`config.mk`:
```
export PLATFORM = sky130hd
export DESIGN_NAME = eth_tx_arbiter
export DESIGN_NICKNAME = d
export VERILOG_FILES = /design/src/rtl/eth_tx_arbiter.sv
export SDC_FILE = /design/constraint.sdc
export NUM_CORES = 1
export LEC_CHECK = 0
export CORE_ASPECT_RATIO = 1.75
export CORE_MARGIN = 8
export CORE_UTILIZATION = 39
export DETAILED_ROUTE_END_ITERATION = 12
export PLACE_DENSITY = 0.94
export SETUP_SLACK_MARGIN = 0.5
export SYNTH_ARGS = -nofsm -noshare
export SYNTH_HDL_FRONTEND = slang
export SYNTH_SLANG_ARGS = --single-unit
```
`constraint.sdc`:
```
create_clock -name coreclk -period 4.2 [get_ports coreclk]
set_input_delay 1.26 -clock coreclk [delete_from_list [all_inputs] [get_ports coreclk]]
set_output_delay 1.26 -clock coreclk [all_outputs]
set_load 0.02 [all_outputs]
```
`src/rtl/eth_tx_arbiter.sv`:
```
// -----------------------------------------------------------------------------
// eth_tx_arbiter
//
// Purpose:
//   Packet-granular round-robin arbiter sharing the single 64-bit 10G MAC TX
//   AXI-Stream port between NUM_PORTS upstream requesters. A granted port
//   keeps the grant for its whole frame, until its tlast beat is accepted,
//   and the arbiter then re-arbitrates. Arbitration costs one idle cycle per
//   frame. The data path is a purely combinational mux with no added latency.
//   The block also keeps a wrapping per-port count of completed frames.
//
// Parameters:
//   NUM_PORTS  number of upstream requesters (2..8)
//   CNT_W      width of each per-port frame counter
//
// Ports:
//   coreclk           core clock, all logic on its rising edge
//   areset            synchronous, active-high reset
//   s_axis_tdata      per-port data, port i at [i*64 +: 64]
//   s_axis_tkeep      per-port byte enables, port i at [i*8 +: 8]
//   s_axis_tlast      per-port end of frame
//   s_axis_tuser      per-port underrun/abort flag, forwarded to the MAC
//   s_axis_tvalid     per-port valid
//   s_axis_tready     per-port ready (only the granted port can see ready)
//   m_axis_tx_tdata   data to the MAC
//   m_axis_tx_tkeep   byte enables to the MAC
//   m_axis_tx_tlast   end of frame to the MAC
//   m_axis_tx_tuser   underrun/abort flag to the MAC
//   m_axis_tx_tvalid  valid to the MAC
//   m_axis_tx_tready  ready from the MAC
//   grant             one-hot current owner, 0 when idle
//   busy              a frame is in progress
//   frame_cnt         per-port completed-frame counters, port i at [i*CNT_W +: CNT_W]
// -----------------------------------------------------------------------------
module eth_tx_arbiter #(
    parameter int NUM_PORTS = 2,
    parameter int CNT_W     = 32
) (
    input  logic                       coreclk,
    input  logic                       areset,
    input  logic [NUM_PORTS*64-1:0]    s_axis_tdata,
    input  logic [NUM_PORTS*8-1:0]     s_axis_tkeep,
    input  logic [NUM_PORTS-1:0]       s_axis_tlast,
    input  logic [NUM_PORTS-1:0]       s_axis_tuser,
    input  logic [NUM_PORTS-1:0]       s_axis_tvalid,
    output logic [NUM_PORTS-1:0]       s_axis_tready,
    output logic [63:0]                m_axis_tx_tdata,
    output logic [7:0]                 m_axis_tx_tkeep,
    output logic                       m_axis_tx_tlast,
    output logic                       m_axis_tx_tuser,
    output logic                       m_axis_tx_tvalid,
    input  logic                       m_axis_tx_tready,
    output logic [NUM_PORTS-1:0]       grant,
    output logic                       busy,
    output logic [NUM_PORTS*CNT_W-1:0] frame_cnt
);

    localparam int IDX_W = (NUM_PORTS > 1) ? $clog2(NUM_PORTS) : 1;

    typedef enum logic {
        IDLE = 1'b0,
        XFER = 1'b1
    } state_t;

    state_t                 state;
    state_t                 state_next;
    logic [IDX_W-1:0]       last_grant;
    logic [IDX_W-1:0]       last_grant_next;
    logic [NUM_PORTS-1:0]   grant_next;
    logic                   busy_next;
    logic [IDX_W-1:0]       grant_idx;
    logic [IDX_W-1:0]       pick_idx;
    logic                   pick_valid;
    logic [IDX_W-1:0]       cand_idx;
    int                     rr_cand;
    logic                   frame_done;
    logic [CNT_W-1:0]       cnt [NUM_PORTS];

    // Round-robin pick: scan last_grant+1, last_grant+2, ... (mod NUM_PORTS)
    // and take the first port with tvalid high. The port that owned the
    // previous frame is examined last, so a lone persistent requester still
    // wins every frame.
    always_comb begin
        pick_valid = 1'b0;
        pick_idx   = '0;
        rr_cand    = 0;
        cand_idx   = '0;
        for (int k = 1; k <= NUM_PORTS; k++) begin
            rr_cand = int'(last_grant) + k;
            if (rr_cand >= NUM_PORTS) begin
                rr_cand = rr_cand - NUM_PORTS;
            end
            cand_idx = rr_cand[IDX_W-1:0];
            if (!pick_valid && s_axis_tvalid[cand_idx]) begin
                pick_valid = 1'b1;
                pick_idx   = cand_idx;
            end
        end
    end

    // Binary index of the one-hot grant, used to record the owner for the
    // next round-robin pass.
    always_comb begin
        grant_idx = '0;
        for (int i = 0; i < NUM_PORTS; i++) begin
            if (grant[i]) begin
                grant_idx = IDX_W'(i);
            end
        end
    end

    // Combinational data path: the granted port drives the MAC directly and
    // sees the MAC's ready. Nothing is forwarded outside XFER, so the MAC sees
    // tvalid low during the arbitration bubble.
    always_comb begin
        m_axis_tx_tdata  = '0;
        m_axis_tx_tkeep  = '0;
        m_axis_tx_tlast  = 1'b0;
        m_axis_tx_tuser  = 1'b0;
        m_axis_tx_tvalid = 1'b0;
        s_axis_tready    = '0;
        if (state == XFER) begin
            for (int i = 0; i < NUM_PORTS; i++) begin
                if (grant[i]) begin
                    m_axis_tx_tdata  = s_axis_tdata[i*64 +: 64];
                    m_axis_tx_tkeep  = s_axis_tkeep[i*8 +: 8];
                    m_axis_tx_tlast  = s_axis_tlast[i];
                    m_axis_tx_tuser  = s_axis_tuser[i];
                    m_axis_tx_tvalid = s_axis_tvalid[i];
                    s_axis_tready[i] = m_axis_tx_tready;
                end
            end
        end
    end

    // A frame ends when its tlast beat is accepted by the MAC.
    assign frame_done = (state == XFER) && m_axis_tx_tvalid
                        && m_axis_tx_tready && m_axis_tx_tlast;

    // Next-state logic. The grant only changes in IDLE (new owner) or on the
    // accepted tlast beat (release), so a frame is never preempted and a
    // mid-frame tvalid gap keeps the current owner.
    always_comb begin
        state_next      = state;
        grant_next      = grant;
        busy_next       = busy;
        last_grant_next = last_grant;
        case (state)
            IDLE: begin
                if (pick_valid) begin
                    grant_next           = '0;
                    grant_next[pick_idx] = 1'b1;
                    busy_next            = 1'b1;
                    state_next           = XFER;
                end
            end
            XFER: begin
                if (frame_done) begin
                    grant_next      = '0;
                    busy_next       = 1'b0;
                    last_grant_next = grant_idx;
                    state_next      = IDLE;
                end
            end
            default: begin
                state_next = IDLE;
                grant_next = '0;
                busy_next  = 1'b0;
            end
        endcase
    end

    // State register. last_grant resets to the highest port so that port 0
    // is first in line after reset.
    always_ff @(posedge coreclk) begin
        if (areset) begin
            state      <= IDLE;
            grant      <= '0;
            busy       <= 1'b0;
            last_grant <= IDX_W'(NUM_PORTS - 1);
        end else begin
            state      <= state_next;
            grant      <= grant_next;
            busy       <= busy_next;
            last_grant <= last_grant_next;
        end
    end

    // Per-port completed-frame counters. They count every completed frame,
    // including ones flagged with tuser, and wrap naturally at 2^CNT_W.
    always_ff @(posedge coreclk) begin
        for (int i = 0; i < NUM_PORTS; i++) begin
            if (areset) begin
                cnt[i] <= '0;
            end else if (frame_done && grant[i]) begin
                cnt[i] <= cnt[i] + 1'b1;
            end
        end
    end

    // Flatten the counter array onto the output bus.
    always_comb begin
        frame_cnt = '0;
        for (int i = 0; i < NUM_PORTS; i++) begin
            frame_cnt[i*CNT_W +: CNT_W] = cnt[i];
        end
    end

endmodule
```
==> reports/summary.txt <==
Max Clock Skew: 0.00847 ns
Max Cap Viol: 0
critical path peak fanout: 1
die area: 15200 um2
Slowest-stage cell, CP: clkdlybuf4s50_1
Avg WL per Cell: 25.0 um
Yosys reg bits: 69
Post-Route WL: 21700 um
Pins Over Slew Limit: 0
DRC errors left: 0
CP Data Required Time: 2.94 ns
fillers: 827
CTS Sinks: 69
Commonest cells post-synth: a22o_1, nor2_1, edfxtp_1
Synth top area share: 0.434
Max-slew headroom: 0.340
WHS Endpoint: last_grant
clk buf depth: 2
CP top delay family: buffers and inverters
antenna viol nets, final: 0
r2r worst-path depth: 6
Synth Cell Area: 4430 um2
IO buf count: 296
area grow syn2layout: 75.1%
post-DP HPWL: 17700 um
IO Pins: 297
Fin. Hold Viols: 0
most frequent cell after synthesis: a22o_1
CP Cell Sequence: clkdlybuf4s50_1 -> a22o_1 -> clkdlybuf4s15_1
Mapped Avg Cell Area: 10.1 um2
Area contributors post-synth: edfxtp_1, a22o_1, xor2_1
Critical R2R Launch: cnt[1][0]
ys async rst share: 0
DR WL met3: 3350 um
Chip Height: 157 um
largest net degree at the start of global routing: 59
Synthesized Nets: 593
Final GP Congestion: 0.886
fin crit share: 0.875
number of synthesized flops with an enable pin: 64
Overall Global Routing Usage: 0.280
Vias/cell: 5.74
fin crit period: 3.68 ns
Reg clk slew, reported paths: 0.05 ns
critical path's largest stage delay: 0.58 ns
met2 wire len: 10200 um
htree depth: 3
chip width: 96.5 um
Synth area leader: edfxtp_1
type of the worst min-delay path: register to register
first-pass GRT wire length: 30900 um
core footprint: 11100 um2
root buffer cell: clkbuf_16
Initial DRT Pass Iterations: 5
Synth cell types: 37
WS Path Type: primary input to output pin
Final setup viols: 0
WHS: 0.484 ns
fmax: 272 MHz
Slew @ Worst Pin: 0.981 ns
via count: 4991
status: complete, no violations
Max VDD drop: 268 uV
Critical Path Source Type: primary input
CP arrival: 2.42 ns
uppermost layer routed: met5
YS warnings: 0
reg-to-reg endpoint: cnt[1][28]
Post-Route M1 WL: 7690 um
Nets: 884
Initial Utilization: 0.399
Cells after Synth: 438
Iteration-0 DRC Markers: 422
vias in the first global route: 5274
PwrDens: 249 nW/um2
unrepaired setup endpoints after global routing: false
CP Capture Type: output pin
Hold Crit Start: last_grant
crit path buf inv count: 2
P_leak: 3.11 nW
CTS buffer count: 9
gr ovfl total: 0
Hold Path Depth: 1
predominant post-synthesis flop cell: edfxtp_1
TritonCTS clock tree: built
FF-to-FF setup slack: 1.72 ns
layout cells sized above 1: 0.0531
worst skew pair latency: 0.33 ns
number of antenna violations at the first check in global routing: 9
num rows: 51
Post-Route Setup TNS: 0 ns
sequential-to-total area share from yosys stat: 0.457
sequential cells by signal, indices dropped and copies added, names as in the netlist:
name / cells
grant: 2
busy: 1
cnt: 64
last_grant: 1
state: 1
cells by family after synthesis:
| kind of cell | synth area share |
|---|---|
| and+or+nand+nor | 0.227 |
| AOI/OAI and AO/OA | 0.167 |
| DFF | 0.457 |
| xor gates and xnor gates | 0.115 |
| buffers and inverters | 0.0291 |
| adders and majority gates | 0.00565 |
final cells by class:
cell class,count,area [um2],share of cell area
timing repair buffer,306,2980,0.384
multi-input combinational,336,2290,0.295
sequential,69,2020,0.261
clock buffer,13,250,0.0323
tap,132,165,0.0213
inverter,7,26.3,0.00339
clock inverter,3,15.0,0.00194
antenna,3,7.51,0.000968
per-stage QoR:
step	setup slack (ns)	util	std cells	instance area, um2	total power, mW
2_1_floorplan	1.29	-	438	4430	0.970
3_3_place_gp	0.182	0.681	849	7570	1.27
3_5_place_dp	0.189	0.681	849	7570	1.28
4_1_cts	0.401	0.698	866	7740	1.94
5_1_grt	0.526	0.698	866	7740	1.99
6_report	0.524	0.698	869	7750	1.93
where the power goes:
group	switching, mW	total, mW	internal, mW
clock network	0.276	0.689	0.413
logic	0.192	0.429	0.237
registers	0.0387	0.814	0.775
worst register-to-register path, stage by stage, from the launching register on:
cell and delay, ns:
edfxtp_1 0.45, ha_1 0.28, inv_1 0.10, nor4_2 0.87, nand4_1 0.24, xor2_1 0.22, nor2_1 0.07
per-layer routing:
metal	track usage	up-vias
li1	-	2221
met1	0.307	2388
met2	0.449	334
met3	0.152	34
met4	0.0835	14
met5	0	-
layout by cell type, fill, tap and decap left out, types with 3 or more instances in the layout:
cell type	instances
edfxtp_1	64
and2_1	5
dlygate4sd2_1	74
nand3b_1	4
a22o_1	74
nor3_1	4
clkdlybuf4s50_1	219
xor2_1	40
nand4_1	19
a21o_1	3
xnor2_1	18
clkbuf_1	3
nor4_4	3
a21oi_1	7
buf_12	3
nand3_1	24
diode_2	3
and3_1	8
nand2_1	28
inv_1	7
and4_1	4
clkinv_2	3
nor4_2	4
clkbuf_16	9
nor2_1	70
dfxtp_1	5
buf_4	7
worst max-delay path by stage:
stage / start / end / slack, ns / cells past startpoint
after detailed placement: s_axis_tvalid[1] / m_axis_tx_tvalid / 0.19 / 3
after CTS: s_axis_tkeep[15] / m_axis_tx_tkeep[7] / 0.40 / 3
after floorplan: s_axis_tlast[0] / cnt[1][0] / 1.29 / 3
final: s_axis_tdata[82] / m_axis_tx_tdata[18] / 0.52 / 3
after global routing: s_axis_tdata[82] / m_axis_tx_tdata[18] / 0.53 / 3
after global placement: s_axis_tvalid[1] / m_axis_tx_tvalid / 0.18 / 3
timing repair:
action | CTS | global route
setup endpoints to repair | 77 | 3
gates resized for setup | 77 | 4
cloned | 0 | 0
hold buffers | 0 | 0
buffers inserted | 1 | 0
(Power assumes the default switching activity.)
